$ cat src/rtl/xspi_pkg.sv
// Shared opcodes, lane modes, phase bit counts and state encoding for the
// xSPI flash-emulation command path.
package xspi_pkg;

    localparam logic [7:0] OPC_READ        = 8'h03;
    localparam logic [7:0] OPC_FAST_READ   = 8'h0B;
    localparam logic [7:0] OPC_QUAD_READ   = 8'h6B;
    localparam logic [7:0] OPC_PAGE_PROG   = 8'h02;
    localparam logic [7:0] OPC_READ_STATUS = 8'h05;
    localparam logic [7:0] OPC_READ_ID     = 8'h9F;

    localparam logic [1:0] XSPI_X1 = 2'b00;
    localparam logic [1:0] XSPI_X2 = 2'b01;
    localparam logic [1:0] XSPI_X4 = 2'b10;

    localparam int BC_BYTE = 8;
    localparam int BC_ADDR = 24;
    localparam int BC_WORD = 32;

    typedef enum logic [2:0] {
        ST_OPC,
        ST_ADDR,
        ST_DUMMY,
        ST_RDATA,
        ST_WDATA,
        ST_REG,
        ST_DRAIN
    } xspi_state_e;

endpackage

$ cat src/rtl/xspi_sync.sv
// Two-flop synchronizer; with RISE_EDGE set, q_o is instead a registered
// one-cycle pulse on the synchronized rising edge.
module xspi_sync #(
    parameter bit RISE_EDGE = 1'b0
) (
    input  logic clk_i,
    input  logic rst_i,
    input  logic d_i,
    output logic q_o
);

    logic [1:0] sync_q;

    always_ff @(posedge clk_i) begin
        if (rst_i) begin
            sync_q <= 2'b00;
        end else begin
            sync_q <= {sync_q[0], d_i};
        end
    end

    if (RISE_EDGE) begin : g_rise
        logic prev_q;
        logic rise_q;

        always_ff @(posedge clk_i) begin
            if (rst_i) begin
                prev_q <= 1'b0;
                rise_q <= 1'b0;
            end else begin
                prev_q <= sync_q[1];
                rise_q <= sync_q[1] & ~prev_q;
            end
        end

        assign q_o = rise_q;
    end else begin : g_level
        assign q_o = sync_q[1];
    end

endmodule

$ cat src/rtl/xspi_cmd_seq.sv
// xSPI slave command sequencer: decodes the opcode, programs each PHY phase
// and turns address/data phases into word requests on the memory port.
//
// state    | meaning
// ST_OPC   | receiving the opcode byte (idle)
// ST_ADDR  | receiving the 24-bit address
// ST_DUMMY | 8 dummy cycles while the first read word is prefetched
// ST_RDATA | driving read words, prefetching the next on every word
// ST_WDATA | receiving program words and writing them out
// ST_REG   | driving a status/ID register value
// ST_DRAIN | ignoring the bus until chip enable drops
module xspi_cmd_seq
    import xspi_pkg::*;
#(
    parameter int WORD_SIZE        = 32,
    parameter int CYCLE_COUNT_BITS = 6,
    parameter int ADDR_BITS        = 24
) (
    input  logic                        clk_i,
    input  logic                        rst_i,
    input  logic                        sce_i,
    input  logic                        phy_txndone_i,
    input  logic [WORD_SIZE-1:0]        phy_txndata_i,
    output logic [CYCLE_COUNT_BITS-1:0] phy_txnbc_o,
    output logic [1:0]                  phy_txnmode_o,
    output logic                        phy_txndir_o,
    output logic [WORD_SIZE-1:0]        phy_txndata_o,
    output logic                        mem_req_o,
    output logic                        mem_we_o,
    output logic [ADDR_BITS-1:0]        mem_addr_o,
    output logic [31:0]                 mem_wdata_o,
    input  logic                        mem_ack_i,
    input  logic [31:0]                 mem_rdata_i,
    input  logic [7:0]                  status_i,
    input  logic [23:0]                 id_i,
    output logic                        busy_o,
    output logic                        err_o
);

    localparam logic [CYCLE_COUNT_BITS-1:0] BC8  = CYCLE_COUNT_BITS'(BC_BYTE);
    localparam logic [CYCLE_COUNT_BITS-1:0] BC24 = CYCLE_COUNT_BITS'(BC_ADDR);
    localparam logic [CYCLE_COUNT_BITS-1:0] BC32 = CYCLE_COUNT_BITS'(BC_WORD);

    logic sce_s;
    logic ev;

    xspi_sync #(.RISE_EDGE(1'b0)) u_sce_sync (
        .clk_i (clk_i),
        .rst_i (rst_i),
        .d_i   (sce_i),
        .q_o   (sce_s)
    );

    xspi_sync #(.RISE_EDGE(1'b1)) u_done_sync (
        .clk_i (clk_i),
        .rst_i (rst_i),
        .d_i   (phy_txndone_i),
        .q_o   (ev)
    );

    xspi_state_e          state_q;
    logic [7:0]           opc_q;
    logic [ADDR_BITS-1:0] addr_q;
    logic [WORD_SIZE-1:0] rd_buf_q;
    logic                 rd_valid_q;
    logic                 discard_q;

    logic [ADDR_BITS-1:0] addr_next;
    logic [ADDR_BITS-1:0] addr_rx;
    logic                 port_busy;
    logic                 prog_rdata;

    assign addr_next = addr_q + ADDR_BITS'(4);
    assign addr_rx   = {phy_txndata_i[ADDR_BITS-1:2], 2'b00};
    assign port_busy = mem_req_o & ~mem_ack_i;
    // Every event that opens a read-data transaction hands over the prefetch buffer.
    assign prog_rdata = sce_s & ev &
                        ((state_q == ST_ADDR && opc_q == OPC_READ) ||
                         state_q == ST_DUMMY || state_q == ST_RDATA);

    always_ff @(posedge clk_i) begin
        if (rst_i) begin
            state_q       <= ST_OPC;
            opc_q         <= 8'h00;
            addr_q        <= '0;
            rd_buf_q      <= '0;
            rd_valid_q    <= 1'b0;
            discard_q     <= 1'b0;
            phy_txnbc_o   <= BC8;
            phy_txnmode_o <= XSPI_X1;
            phy_txndir_o  <= 1'b0;
            phy_txndata_o <= '0;
            mem_req_o     <= 1'b0;
            mem_we_o      <= 1'b0;
            mem_addr_o    <= '0;
            mem_wdata_o   <= '0;
            busy_o        <= 1'b0;
            err_o         <= 1'b0;
        end else begin
            if (mem_ack_i) begin
                mem_req_o <= 1'b0;
                discard_q <= 1'b0;
            end

            if (!sce_s) begin
                state_q       <= ST_OPC;
                phy_txnbc_o   <= BC8;
                phy_txnmode_o <= XSPI_X1;
                phy_txndir_o  <= 1'b0;
                phy_txndata_o <= '0;
                busy_o        <= 1'b0;
                rd_valid_q    <= 1'b0;
                if (port_busy) begin
                    discard_q <= 1'b1;
                end
            end else if (ev) begin
                unique case (state_q)
                    ST_OPC: begin
                        opc_q      <= phy_txndata_i[7:0];
                        busy_o     <= 1'b1;
                        rd_valid_q <= 1'b0;
                        case (phy_txndata_i[7:0])
                            OPC_READ, OPC_FAST_READ, OPC_QUAD_READ, OPC_PAGE_PROG: begin
                                state_q     <= ST_ADDR;
                                phy_txnbc_o <= BC24;
                            end
                            OPC_READ_STATUS: begin
                                state_q       <= ST_REG;
                                phy_txndir_o  <= 1'b1;
                                phy_txndata_o <= WORD_SIZE'({status_i, 24'h0});
                            end
                            OPC_READ_ID: begin
                                state_q       <= ST_REG;
                                phy_txnbc_o   <= BC24;
                                phy_txndir_o  <= 1'b1;
                                phy_txndata_o <= WORD_SIZE'({id_i, 8'h0});
                            end
                            default: begin
                                state_q <= ST_DRAIN;
                                err_o   <= 1'b1;
                            end
                        endcase
                    end
                    ST_ADDR: begin
                        addr_q <= addr_rx;
                        if (opc_q == OPC_PAGE_PROG) begin
                            state_q     <= ST_WDATA;
                            phy_txnbc_o <= BC32;
                        end else begin
                            if (port_busy) begin
                                err_o <= 1'b1;
                            end else begin
                                mem_req_o  <= 1'b1;
                                mem_we_o   <= 1'b0;
                                mem_addr_o <= addr_rx;
                            end
                            if (opc_q == OPC_READ) begin
                                state_q <= ST_RDATA;
                            end else begin
                                state_q     <= ST_DUMMY;
                                phy_txnbc_o <= BC8;
                            end
                        end
                    end
                    ST_DUMMY: begin
                        state_q <= ST_RDATA;
                    end
                    ST_RDATA: begin
                        addr_q <= addr_next;
                        if (port_busy) begin
                            err_o <= 1'b1;
                        end else begin
                            mem_req_o  <= 1'b1;
                            mem_we_o   <= 1'b0;
                            mem_addr_o <= addr_next;
                        end
                    end
                    ST_WDATA: begin
                        // A word arriving while the previous write is still pending is dropped.
                        if (port_busy) begin
                            err_o <= 1'b1;
                        end else begin
                            mem_req_o   <= 1'b1;
                            mem_we_o    <= 1'b1;
                            mem_addr_o  <= addr_q;
                            mem_wdata_o <= 32'(phy_txndata_i);
                            addr_q      <= addr_next;
                        end
                    end
                    ST_REG: begin
                        state_q       <= ST_DRAIN;
                        phy_txnbc_o   <= BC8;
                        phy_txndir_o  <= 1'b0;
                        phy_txndata_o <= '0;
                    end
                    ST_DRAIN: begin
                        state_q <= ST_DRAIN;
                    end
                    default: begin
                        state_q <= ST_OPC;
                    end
                endcase

                if (prog_rdata) begin
                    phy_txnbc_o   <= BC32;
                    phy_txnmode_o <= (opc_q == OPC_QUAD_READ) ? XSPI_X4 : XSPI_X1;
                    phy_txndir_o  <= 1'b1;
                    phy_txndata_o <= rd_valid_q ? rd_buf_q : '1;
                    rd_valid_q    <= 1'b0;
                    if (!rd_valid_q) begin
                        err_o <= 1'b1;
                    end
                end
            end

            // Late read data is kept for the next word; data of an aborted command is not.
            if (mem_ack_i && !mem_we_o && !discard_q && sce_s) begin
                rd_buf_q   <= WORD_SIZE'(mem_rdata_i);
                rd_valid_q <= 1'b1;
            end
        end
    end

endmodule
$ cat config.mk
export PLATFORM = sky130hd
export DESIGN_NAME = xspi_cmd_seq
export DESIGN_NICKNAME = d
export VERILOG_FILES = /design/src/rtl/xspi_pkg.sv /design/src/rtl/xspi_sync.sv /design/src/rtl/xspi_cmd_seq.sv
export SDC_FILE = /design/constraint.sdc
export NUM_CORES = 1
export LEC_CHECK = 0
export CELL_PAD_IN_SITES_DETAIL_PLACEMENT = 1
export CELL_PAD_IN_SITES_GLOBAL_PLACEMENT = 2
export CORE_ASPECT_RATIO = 0.75
export CORE_MARGIN = 2
export CORE_UTILIZATION = 30
export DETAILED_ROUTE_END_ITERATION = 8
export DONT_BUFFER_PORTS = 1
export PLACE_DENSITY = 0.74
export SETUP_SLACK_MARGIN = 0.02
export SYNTH_ARGS = -nofsm -noshare
export SYNTH_HDL_FRONTEND = slang
export SYNTH_SLANG_ARGS = --single-unit
export TNS_END_PERCENT = 20
$ cat constraint.sdc
create_clock -name clk_i -period 5.1 [get_ports clk_i]
set_input_delay 1.275 -clock clk_i [delete_from_list [all_inputs] [get_ports clk_i]]
set_output_delay 1.275 -clock clk_i [all_outputs]
set_load 0.05 [all_outputs]
==> impl_results.md <==
* Max IR drop VDD at 0.000220 V
* Final Hold Vio Count at 0
* First-pass GRT wire length at 40900 um
* Final setup violation count at 0
* Post-Syn Area at 0.00783 mm^2
* DR DRC count at 0
* Core box area at 0.0258 mm^2
* Post-Route Utilization at 33.3%
* Hold Crit Class: reg -> reg
* TritonCTS Buffers at 17
* Slew Limit Headroom at 28.1%
* Die Y at 144 um
* Maxcap violations at 0
* Die ar. at 0.0274 mm^2
* IO Count at 202
* Post-CTS setup buffer count at 0
* Register area share after synthesis at 43.2%
* Worst-path clk slew at 0.07 ns
* R2R depth at 5
* Setup CP Type: reg -> reg
* Input/output buffers at 0
* Least-Margin Pin Slew at 1.07 ns
* Final period util at 61.3%
* DR iter-0 viols at 460
* Top FF cell, synth: dfxtp_1
* Routed Wire Length at 27200 um
* Fin. max-slew vios at 0
* Critical path data arrival time at 3.50 ns
* Synth warnings at 0
* Row Count at 51
* GP Congestion at 0.781
* Post-synthesis register bit count at 169
* Netlist cell types at 72
* Hold Buf Count CTS at 0
* Leakage at 2.78 nW
* Vias per cell at 5.46
* Setup TNS at 0 ns
* Syn Inst Count at 1001
* Multi-input gate area at 0.00399 mm^2
* Drt first pass iters at 5
* Status: completed
* Non-Filler Instances at 1307
* Placed cell count at 1275
* Sink Count at 169
* Worst-Skew Late Latency at 0.43 ns
* Starting Density at 30.4%
* Nets at 1052
* Fill cell count at 3098
* Routed WL per cell at 20.8 um
* Clock Tree Root: clkbuf_16
* Post-synth EDFFs at 0
* Syn-to-layout area delta at 9.80%
* DR vias at 7141
* Number of global-route vias before repair at 6759
* Die X at 191 um
* Worst setup EP type: flip-flop
* DP Wirelength at 18800 um
* Startpoint types: flip-flop
* CTS resizes at 0
* Setup Skew at 0.00902 ns
* Hold Crit Depth at 1
* CP Data Required Time at 5.48 ns
* Pwr dens at 320 mW/mm^2
* Critical path fanouts, max at 24
* H-tree depth at 4
* FMAX at 0.320 GHz
* Register Area at 0.00338 mm^2
* Hold Slack at 0.391 ns
* Initial antenna violation count at 3
* Syn avg cell area at 7.82 um^2
* Layout cells sized above 1 at 6.55%
* Fin crit period at 3.12 ns
* Total congestion overflow at 0
* RSZ-0062 raised after global routing: false
* CTS tree: done
* Overall Power at 2.75 mW
* Pin count of the biggest net entering global routing at 118
* Synth async-reset ratio at 0%
* Detail Route Antenna Nets at 0
* Total GRT Usage at 19.5%
* Clk buf depth at 2
==> report_power, final <==
group / total, mW / switching, mW / internal [mW]
registers: 1.33 / 0.00653 / 1.33
logic: 0.0666 / 0.0429 / 0.0236
clock network: 1.35 / 0.556 / 0.795
total: 2.75 / 0.606 / 2.15
==> worst max-delay path, stage by stage, from the launching register on <==
cell and delay [ns]:
dfxtp_1 0.85, nor3_1 0.23, and2_1 0.41, a31oi_4 0.41, and3_1 0.86, a221o_1 0.29
==> final cells by class <==
type / instances / area share, %
antenna: 1 / 0.0291
clock inverter: 11 / 1.70
sequential: 169 / 39.4
tap: 344 / 5.01
clock buffer: 20 / 5.31
multi-input combinational: 722 / 46.4
inverter: 29 / 1.27
timing repair buffer: 11 / 0.961
==> metal layers <==
layer / part of all wire (%) / GRT usage [%] / wire (um) / up-vias
met4: 0.63 / 3.92 / 170 / 2
met5: 0.059 / 0 / 16 / -
met2: 42 / 28.2 / 11400 / 190
li1: - / - / - / 3458
met3: 8.8 / 7.50 / 2390 / 13
met1: 49 / 27.4 / 13200 / 3478
==> flip-flops by register name (all words and copies together), names as in the netlist, 3 cells and up <==
name           flops
mem_addr_o        23
phy_txndata_o     32
mem_wdata_o       32
addr_q            22
rd_buf_q          32
opc_q              8
phy_txnbc_o        3
state_q            3
==> through the flow <==
stage / setup WS [ns] / cell area, um^2
after detailed placement: 1.63 / 7990
after global placement: 1.68 / 7990
after CTS: 1.96 / 8590
after floorplan: 2.17 / 7840
after global routing: 1.73 / 8590
final: 1.98 / 8600
==> cell families (layout without fill, tap and decap cells) <==
logic type / count (synthesis) / count (layout) / share of synthesized area (%)
compound gates: 313 / 313 / 24.9
simple gates: 395 / 395 / 24.3
buf+inv: 113 / 71 / 6.31
fa+ha+maj: 1 / 1 / 0.160
other cells: 1 / 5 / 0.0479
mux: 4 / 4 / 0.511
flops: 169 / 169 / 43.2
xor+xnor: 5 / 5 / 0.559
==> cells in the mapped netlist (5+ instances only) <==
cell type	count	area (um^2)
inv_1	29	109
nor4_1	12	75.1
nand4_1	8	50.1
nor2_1	34	128
nor3_1	30	150
o31ai_1	5	37.5
o211ai_1	5	37.5
and2_1	5	31.3
buf_4	5	37.5
a221o_1	24	240
and3_1	15	93.8
nand3_1	29	145
a221oi_1	5	43.8
o32ai_1	9	78.8
dfxtp_1	169	3380
a211oi_1	7	52.6
o21ai_0	44	220
buf_2	17	85.1
clkbuf_1	57	214
nand2_1	201	754
a31oi_1	10	62.6
nor2b_1	12	75.1
nand2b_1	12	75.1
nor3b_1	10	75.1
a21oi_1	163	816
==> path summary, 6_finish.rpt <==
path | slack, ns | end | from
worst max-delay path | 1.98 | phy_txndata_o[18] | state_q[0]
worst min-delay path | 0.39 | u_done_sync.q_o | u_done_sync.g_rise.prev_q
worst max register to register | 1.98 | phy_txndata_o[18] | state_q[0]
worst min register to register | 0.39 | u_done_sync.q_o | u_done_sync.g_rise.prev_q
==> cells in the final DEF (no fill, tap or decap), types with 7 or more instances in the layout <==
cell type / n
a211oi_1: 7
a21oi_1: 162
a221o_1: 24
a31oi_1: 10
and3_1: 15
buf_4: 11
clkbuf_16: 17
dfxtp_1: 169
inv_1: 29
nand2_1: 201
nand2b_1: 12
nand3_1: 29
nand4_1: 8
nor2_1: 32
nor2b_1: 11
nor3_1: 30
nor3b_1: 10
nor4_1: 12
o21ai_0: 44
o32ai_1: 9
(Power assumes the default switching activity.)
